## src/rtl/stopwatch_pkg.sv

```systemverilog
// Stopwatch control: shared state encoding and timing defaults.
// Imported by the FSM top and the increment-button repeat unit.
package stopwatch_pkg;

  typedef enum logic [1:0] {
    S_IDLE  = 2'd0,
    S_RUN   = 2'd1,
    S_PAUSE = 2'd2,
    S_ALARM = 2'd3
  } sw_state_e;

  localparam int unsigned DEF_REPEAT_DELAY = 50;
  localparam int unsigned DEF_REPEAT_RATE  = 10;
  localparam int unsigned DEF_ALARM_TICKS  = 1000;

  function automatic int cnt_width(input int unsigned n);
    return (n < 2) ? 1 : $clog2(n + 1);
  endfunction

endpackage

```

## src/rtl/stopwatch_btn_autorepeat.sv

```systemverilog
// Increment button: rising-edge pulse plus hold-to-repeat.
// One instance per increment button.
module btn_autorepeat
  import stopwatch_pkg::*;
#(
  parameter int unsigned DELAY = DEF_REPEAT_DELAY,
  parameter int unsigned RATE  = DEF_REPEAT_RATE
) (
  input  logic clk,
  input  logic rst,
  input  logic tick,
  input  logic btn,
  input  logic en,
  input  logic rpt_en,
  input  logic blk,
  input  logic clr,
  output logic edge_det,
  output logic pulse
);

  localparam int unsigned CMAX =
    (DELAY > RATE) ? DELAY : RATE;
  localparam int CW = cnt_width(CMAX);

  logic          btn_q;
  logic          arm;
  logic          rep;
  logic          held;
  logic          hit;
  logic          fire;
  logic [CW-1:0] cnt;
  logic [CW-1:0] cnt_inc;

  assign edge_det = btn & ~btn_q;

  // A button held through reset or clear never
  // arms; only a fresh press starts repeating.
  assign held = btn & (arm | edge_det)
              & en & rpt_en & ~clr;

  always_comb begin
    cnt_inc = cnt;
    if (cnt != CW'(CMAX))
      cnt_inc = cnt + CW'(1);
    hit = rep ? (cnt_inc == CW'(RATE))
              : (cnt_inc == CW'(DELAY));
    fire = en & ~blk & ~pulse
         & (edge_det | (held & tick & hit));
  end

  always_ff @(posedge clk) begin
    if (rst) begin
      btn_q <= btn;
      arm   <= 1'b0;
      rep   <= 1'b0;
      cnt   <= '0;
      pulse <= 1'b0;
    end else begin
      btn_q <= btn;
      pulse <= fire;
      arm   <= btn & ~clr & (arm | edge_det);
      if (!held) begin
        cnt <= '0;
        rep <= 1'b0;
      end else if (tick) begin
        if (hit) begin
          cnt <= '0;
          rep <= 1'b1;
        end else begin
          cnt <= cnt_inc;
        end
      end
    end
  end

endmodule

```

## src/rtl/stopwatch_ctrl.sv

```systemverilog
// Stopwatch control FSM: run/pause/alarm sequencing,
// direction latch and increment command pulses.
module stopwatch_ctrl
  import stopwatch_pkg::*;
#(
  parameter int unsigned REPEAT_DELAY = DEF_REPEAT_DELAY,
  parameter int unsigned REPEAT_RATE  = DEF_REPEAT_RATE,
  parameter int unsigned ALARM_TICKS  = DEF_ALARM_TICKS
) (
  input  logic       clk,
  input  logic       rst,
  input  logic       tick,
  input  logic       clr_btn,
  input  logic       start_btn,
  input  logic       stop_btn,
  input  logic       min_btn,
  input  logic       hour_btn,
  input  logic       mode_sw,
  input  logic       at_zero,
  output logic       cnt_en,
  output logic       dir_down,
  output logic       clr_pulse,
  output logic       min_inc,
  output logic       hour_inc,
  output logic       blink_en,
  output logic       alarm,
  output logic [1:0] state
);

  localparam int AW = cnt_width(ALARM_TICKS);
  localparam logic [AW-1:0] A_MAX =
    AW'(ALARM_TICKS);
  localparam logic [AW:0] A_LIM =
    (AW+1)'(ALARM_TICKS);

  sw_state_e     st_q;
  sw_state_e     st_d;
  logic          clr_q;
  logic          start_q;
  logic          stop_q;
  logic          clr_e;
  logic          start_e;
  logic          stop_e;
  logic          min_e;
  logic          hour_e;
  logic          hi_e;
  logic          any_e;
  logic          inc_ok;
  logic          zero_g;
  logic          a_hit;
  logic [AW-1:0] acnt;
  logic [AW:0]   acnt_n;

  assign clr_e   = clr_btn & ~clr_q;
  assign start_e = start_btn & ~start_q;
  assign stop_e  = stop_btn & ~stop_q;
  assign hi_e    = clr_e | stop_e | start_e;
  assign any_e   = hi_e | min_e | hour_e;
  assign inc_ok  = (st_q == S_IDLE)
                 | (st_q == S_PAUSE);
  assign zero_g  = dir_down & at_zero;
  assign acnt_n  = {1'b0, acnt} + 1'b1;
  assign a_hit   = tick & (acnt_n >= A_LIM);
  assign state   = st_q;

  btn_autorepeat #(
    .DELAY (REPEAT_DELAY),
    .RATE  (REPEAT_RATE)
  ) u_min (
    .clk      (clk),
    .rst      (rst),
    .tick     (tick),
    .btn      (min_btn),
    .en       (inc_ok),
    .rpt_en   (~hour_btn),
    .blk      (hi_e),
    .clr      (clr_e),
    .edge_det (min_e),
    .pulse    (min_inc)
  );

  btn_autorepeat #(
    .DELAY (REPEAT_DELAY),
    .RATE  (REPEAT_RATE)
  ) u_hour (
    .clk      (clk),
    .rst      (rst),
    .tick     (tick),
    .btn      (hour_btn),
    .en       (inc_ok),
    .rpt_en   (1'b1),
    .blk      (hi_e),
    .clr      (clr_e),
    .edge_det (hour_e),
    .pulse    (hour_inc)
  );

  always_comb begin
    st_d = st_q;
    if (clr_e) begin
      st_d = S_IDLE;
    end else begin
      unique case (st_q)
        S_IDLE:
          if (start_e && !zero_g)
            st_d = S_RUN;
        S_RUN:
          // Reaching zero beats a same-cycle stop.
          if (zero_g)
            st_d = S_ALARM;
          else if (stop_e)
            st_d = S_PAUSE;
        S_PAUSE:
          if (start_e && !zero_g)
            st_d = S_RUN;
        S_ALARM:
          if (any_e || a_hit)
            st_d = S_IDLE;
      endcase
    end
  end

  always_ff @(posedge clk) begin
    if (rst) begin
      st_q      <= S_IDLE;
      clr_q     <= clr_btn;
      start_q   <= start_btn;
      stop_q    <= stop_btn;
      cnt_en    <= 1'b0;
      blink_en  <= 1'b0;
      alarm     <= 1'b0;
      clr_pulse <= 1'b0;
      dir_down  <= 1'b0;
      acnt      <= '0;
    end else begin
      st_q      <= st_d;
      clr_q     <= clr_btn;
      start_q   <= start_btn;
      stop_q    <= stop_btn;
      cnt_en    <= (st_d == S_RUN);
      blink_en  <= (st_d == S_PAUSE);
      alarm     <= (st_d == S_ALARM);
      clr_pulse <= clr_e;
      if (st_q == S_IDLE)
        dir_down <= mode_sw;
      if (st_q != S_ALARM || clr_e)
        acnt <= '0;
      else if (tick && acnt != A_MAX)
        acnt <= acnt + AW'(1);
    end
  end

endmodule
```

## config.mk

```make
export PLATFORM = sky130hd
export DESIGN_NAME = stopwatch_ctrl
export DESIGN_NICKNAME = d
export VERILOG_FILES = /design/src/rtl/stopwatch_pkg.sv /design/src/rtl/stopwatch_btn_autorepeat.sv /design/src/rtl/stopwatch_ctrl.sv
export SDC_FILE = /design/constraint.sdc
export NUM_CORES = 1
export LEC_CHECK = 0
export ABC_AREA = 1
export BUFFER_PORTS_ARGS = -buffer_cell sky130_fd_sc_hd__buf_2
export CORE_AREA = 4 4 100 55
export DETAILED_ROUTE_END_ITERATION = 10
export DIE_AREA = 0 0 104 59
export PLACE_DENSITY_LB_ADDON = 0.1
export SLEW_MARGIN = 10
export SYNTH_ARGS = -nofsm -noshare
export SYNTH_HDL_FRONTEND = slang
export SYNTH_SLANG_ARGS = --single-unit
```

## constraint.sdc

```tcl
create_clock -name clk -period 1.9 [get_ports clk]
set_input_delay 0.19 -clock clk [delete_from_list [all_inputs] [get_ports clk]]
set_output_delay 0.19 -clock clk [all_outputs]
set_load 0.005 [all_outputs]
```

# After elaboration in Yosys (flattened, before gate mapping)
# Cells that the tools add are included.
[totals] in_bits=10 reg_bits=40
[op_classes] n_reduce_logical=12 n_bitwise=48 mux=12 addsub=4 n_eq_ne=14 magnitude_cmp=1
[op_table] cell="AND 1 bit" count=27
[op_table] cell="2-to-1 mux 6 bit" count=4
[op_table] cell="adder 6 x 1 -> 6 bit, second input constant" count=2
[op_table] cell="== test 6 x 4 -> 1 bit, second input constant" count=2
[op_table] cell="== test 6 bit, second input constant" count=2
[op_table] cell="!= test 6 bit, second input constant" count=2
[op_table] cell="inverter 1 bit" count=12
[op_table] cell="adder 10 x 1 -> 11 bit, second input constant" count=1
[op_table] cell="greater-or-equal comparator 11 x 10 -> 1 bit, second input constant" count=1
[op_table] cell="adder 10 x 1 -> 10 bit, second input constant" count=1
[op_table] cell="2-to-1 mux 2 bit" count=5
[op_table] cell="!= test 10 bit, second input constant" count=1
[op_table] cell="bitwise OR 1 bit" count=9
[op_table] cell="== test 2 bit, second input constant" count=4
[op_table] cell="OR reduction 2 bit" count=4
[op_table] cell="case mux 2 bit (3 select lines)" count=1
[op_table] cell="== test 2 x 1 -> 1 bit, second input constant" count=2
[op_table] cell="AND reduction 2 bit" count=2
[op_table] cell="logical AND 1 bit" count=2
[op_table] cell="logical NOT 2 bit" count=1
[op_table] cell="logical OR 1 bit" count=2
[op_table] cell="2-to-1 mux 1 bit" count=2
[op_table] cell="!= test 2 bit, second input constant" count=1
[op_table] cell="logical NOT 1 bit" count=1

# Logic depth before layout (Yosys ltp)
[depth] ltp_word=11 ltp_mapped=15 depth_no_buf=15

# Hierarchy
# From an unflattened synthesis, not the netlist that was laid out.
[unflattened] cells_unflattened=337 hier_area_um2=2238.4
[by_module_without_submodules] mod="btn_autorepeat" cells_per_inst=98 area_per_inst_um2=615.6 instances=2
[by_module_without_submodules] mod="stopwatch_ctrl" cells_per_inst=141 area_per_inst_um2=1007.2 instances=1

# Least setup slack after synthesis
# No wires, ideal clock.
[synth_timing] kind="register to register" from="register u_min.cnt[0]" to="register u_min.cnt[3]" path_buffers=0 setup_slack_ps=339 arrival_ps=1442 stages_incl_launch_ff=9 required_time_ps=1780 cell_sequence="dfxtp_1 -> ha_1 -> nand3_1 -> xor2_1 -> or2_1 -> o21ai_2 -> nand3_2 -> nand3_1 -> a21oi_1"
[synth_between] elab_chain_len=5 elab_cells_between_ends=7 classes_between="1 x add/sub; 3 x eq/ne; 3 x mux"
[synth_rtl] item="start, declared" line_no="stopwatch_btn_autorepeat.sv:31" source="logic [CW-1:0] cnt;"
[synth_rtl] item="start signal, assigned" line_no="stopwatch_btn_autorepeat.sv:70" source="cnt <= cnt_inc;"
[synth_rtl] item="adder 6 x 1 -> 6 bit or != test 6 bit (tied branches)" line_no="stopwatch_btn_autorepeat.sv:44, stopwatch_btn_autorepeat.sv:43"
[synth_rtl] item="2-to-1 mux 6 bit *" line_no="stopwatch_btn_autorepeat.sv:43" source="if (cnt != CW'(CMAX))"
[synth_rtl] item="== test 6 bit or == test 6 x 4 -> 1 bit (tied branches)" line_no="stopwatch_btn_autorepeat.sv:46, stopwatch_btn_autorepeat.sv:45"
[synth_rtl] item="2-to-1 mux 1 bit" line_no="stopwatch_btn_autorepeat.sv:45" source="hit = rep ? (cnt_inc == CW'(RATE))"
[synth_rtl] item="2-to-1 mux 6 bit *" line_no="stopwatch_btn_autorepeat.sv:66" source="if (hit) begin"
# Every way passes the cells marked *; elsewhere a longest branch is shown, timed or not.
# A chain may end at the register's enable or synchronous reset.

# Final worst setup path
[layout_timing] from="register u_min.cnt[1]" to="register u_min.cnt[3]"
# Same word-level chain as after synthesis.

==> run_results.csv <==
group,metric,value,unit
outcome,outcome,"finished clean",
floorplan,fp.coreArea,4680,µm²
setup_path,critPathMaxFanout,5,
global_routing,grt_pass1_wl,7600,µm
routing,drtIter0Drc,140,
global_routing,grt_max_degree,13,
clock_tree,clock-sinks,40,
floorplan,die_h,59,µm
sta,fin_crit_sh,0.905,
sta,setup_tns,0,ns
sta,clock-skew-final,0.00586,ns
synthesis,syn-num-nets,312,
final_layout,multi_input_area,1090,µm²
setup_path,crit_path_cell_trace,"ha_1, nand3_1, xor2_1, or2_1, o21ai_2, nand3_2, nand3_1, a21oi_1",
sta,rsz0062_at_grt,"no",
min_path,min_from,"min_btn",
routing,ant_nets,0,
setup_path,start_kind,"flip-flop",
synthesis,synth-seq-cells,40,
final_layout,drive_above_1_share,0.151,
final_layout,fillers,470,
final_layout,seqCellArea,802,µm²
sta,maxSlewViolCount,0,
sta,period_needed,1.72,ns
synthesis,ys_types,31,
synthesis,syn_area,2070,µm²
setup_path,critPathTopFamily,"simple AND/OR/NAND/NOR gates",
clock_tree,ctsHtreeMaxLevel,2,
final_layout,area_growth_syn_to_layout,15.1,%
routing,drt-total-wl,4480,µm
clock_tree,cts_buffer_depth,2,
placement,io_buffers,18,
floorplan,start_util,0.441,
power,ir_drop,410,µV
setup_path,crit_start,"u_min.cnt[1]$_SDFFE_PP0P_",
setup_path,critPathRequiredTime,2.08,ns
placement,place_hpwl,3480,µm
synthesis,syn_inst,296,
setup_path,crit_top_cell,"nand3_1",
setup_path,critPathArrivalTime,1.90,ns
clock_tree,clock_latency,0.30,ns
floorplan,dieWidth,104,µm
synthesis,avgSynthCellArea,6.98,µm²
synthesis,synth-async-reset-ratio,0,
final_layout,num-nets-final,339,
setup_path,r2r_start,"u_min.cnt[1]$_SDFFE_PP0P_",
min_path,hp-class,"in2reg",
floorplan,die_area,6140,µm²
sta,hold_viol_final,0,
final_layout,antenna_cells,0,
global_routing,grt-ovfl-total,0,
synthesis,yosys_warnings,0,
setup_path,cpPeakStageDelay,0.40,ns
setup_path,path_class,"reg2reg",
routing,routedWlPerCell,11.7,µm
global_routing,antenna_found_initial,0,
sta,tightestPinTransition,0.400,ns
setup_path,crit_path_top_delay_cell,"dfxtp_1",
floorplan,row_count,18,
floorplan,ios,19,
clock_tree,root_buffer,"clkbuf_8",
power,p_per_area,699,nW/µm²
sta,setup_violations,0,
clock_tree,cts_buffers,5,
clock_tree,cts.clk_slew.worst_paths,0.08,ns
sta,fmax,582,MHz
synthesis,synth_edf_count,0,
routing,drc,0,
placement,routabilityCongestion,0.865,
routing,via_per_inst,4.73,
global_routing,track_usage,0.158,
power,leakagePower,0.991,nW
clock_tree,cts_tree,"done",
setup_path,critPathBufInv,0,
synthesis,synth_flop_cell,"dfxtp_1",
synthesis,ys_seq_area_frac,0.388,
power,finalPower,1.66,mW
sta,maxSlewHeadroom,0.731,
routing,firstDrtPassIters,4,
routing,dr_total_vias,1815,
job,maxCapViolations,0,
global_routing,grt_pass1_vias,1531,
setup_path,endpoint_kind,"flip-flop",
report_power, final:
| part | internal, mW | switching, mW |
|---|---|---|
| Sequential | 0.854 | 0.00934 |
| Clock | 0.390 | 0.300 |
| Combinational | 0.0386 | 0.0702 |
| Total | 1.28 | 0.380 |
registers in the layout, summed over array words and instances, names as in the netlist:
name and cells:
u_hour.arm 1, start_q 1, state 2, u_min.arm 1
stop_q 1, dir_down 1, u_hour.rep 1, u_hour.btn_q 1
alarm 1, u_min.pulse 1, clr_q 1, u_min.cnt 6
cnt_en 1, acnt 10, u_hour.pulse 1, blink_en 1
u_min.btn_q 1, clr_pulse 1, u_min.rep 1, u_hour.cnt 6
metrics by stage:
stage | util | instance area, µm² | setup slack, ns | instances | hold slack [ns]
2_1_floorplan | - | 2070 | 0.339 | 296 | 0.218
3_3_place_gp | 0.477 | 2230 | 0.174 | 373 | 0.307
3_5_place_dp | 0.477 | 2230 | 0.193 | 373 | 0.310
4_1_cts | 0.500 | 2340 | 0.161 | 381 | 0.000373
5_1_grt | 0.507 | 2380 | 0.0141 | 384 | 0.0139
6_report | 0.507 | 2380 | 0.181 | 384 | 0.0196
logic make-up (layout without fill, tap and decap cells):
logic type / after synthesis / in the layout / share of synthesized area
simple gates: 152 / 152 / 0.341
fa+ha+maj: 6 / 6 / 0.0363
buf+inv: 48 / 76 / 0.0878
flops: 40 / 40 / 0.388
xor+xnor: 8 / 8 / 0.0339
compound gates: 42 / 42 / 0.113
worst reg2reg max path: stages, from the launching register on:
cell and delay, ns:
dfxtp_1 0.40, ha_1 0.22, nand3_1 0.10, xor2_1 0.18, or2_1 0.23, o21ai_2 0.19
nand3_2 0.14, nand3_1 0.10, a21oi_1 0.06
synth_stat cells, types with 2 or more instances:
cell	instances	share of area
nand2_1	58	0.11
inv_1	43	0.078
dfxtp_1	40	0.39
nor2_1	36	0.065
a21oi_1	22	0.053
nand3_1	21	0.051
o21ai_0	12	0.029
nand4_1	8	0.024
nor3_1	7	0.017
ha_1	6	0.036
nand2_2	6	0.018
xor2_1	6	0.025
nor2_2	4	0.012
a211oi_1	3	0.011
nand3_2	3	0.015
clkbuf_1	2	0.0036
inv_2	2	0.0036
nor4_1	2	0.0061
or2_1	2	0.0061
xnor2_1	2	0.0085
metal layers:
layer | vias up | global-route usage | wire (µm)
met5 | - | 0 | 0
met4 | 0 | 0.0568 | 60
met3 | 8 | 0.0435 | 304
met2 | 47 | 0.176 | 1430
met1 | 752 | 0.265 | 2680
li1 | 1008 | - | -
final timing paths:
| kind | end | slack (ns) | depth (start not counted) |
|---|---|---|---|
| setup / recovery | u_min.cnt[3]$_SDFFE_PP0P_ | 0.18 | 8 |
| hold / removal | u_min.btn_q$_DFF_P_ | 0.02 | 1 |
| setup reg to reg | u_min.cnt[3]$_SDFFE_PP0P_ | 0.18 | 8 |
| hold reg to reg | u_hour.pulse$_SDFF_PP0_ | 0.50 | 3 |
cell type report:
cell class / count / share of cell area
clock buffers: 6 / 0.0305
well taps: 60 / 0.0316
repair buffers: 23 / 0.0568
multi-input cells: 208 / 0.458
inverters: 45 / 0.0711
clock inverters: 2 / 0.0147
flip-flops and latches: 40 / 0.337
repair_timing:
action / 4_1_cts / 5_1_grt
gates resized for setup: 0 / 2
endpoints found under the setup margin: 0 / 4
hold buffers: 0 / 3
hold endpoints to repair: 0 / 3
setup buffers: 0 / 0
cells in the final DEF (no fill, tap or decap), types with 8 or more instances in the layout:
| master | instances |
|---|---|
| nand2_1 | 58 |
| buf_2 | 18 |
| nand3_1 | 21 |
| o21ai_0 | 12 |
| dfxtp_1 | 39 |
| nand4_1 | 8 |
| inv_1 | 43 |
| a21oi_1 | 22 |
| nor2_1 | 36 |
Power figures use the tool's default switching activity.
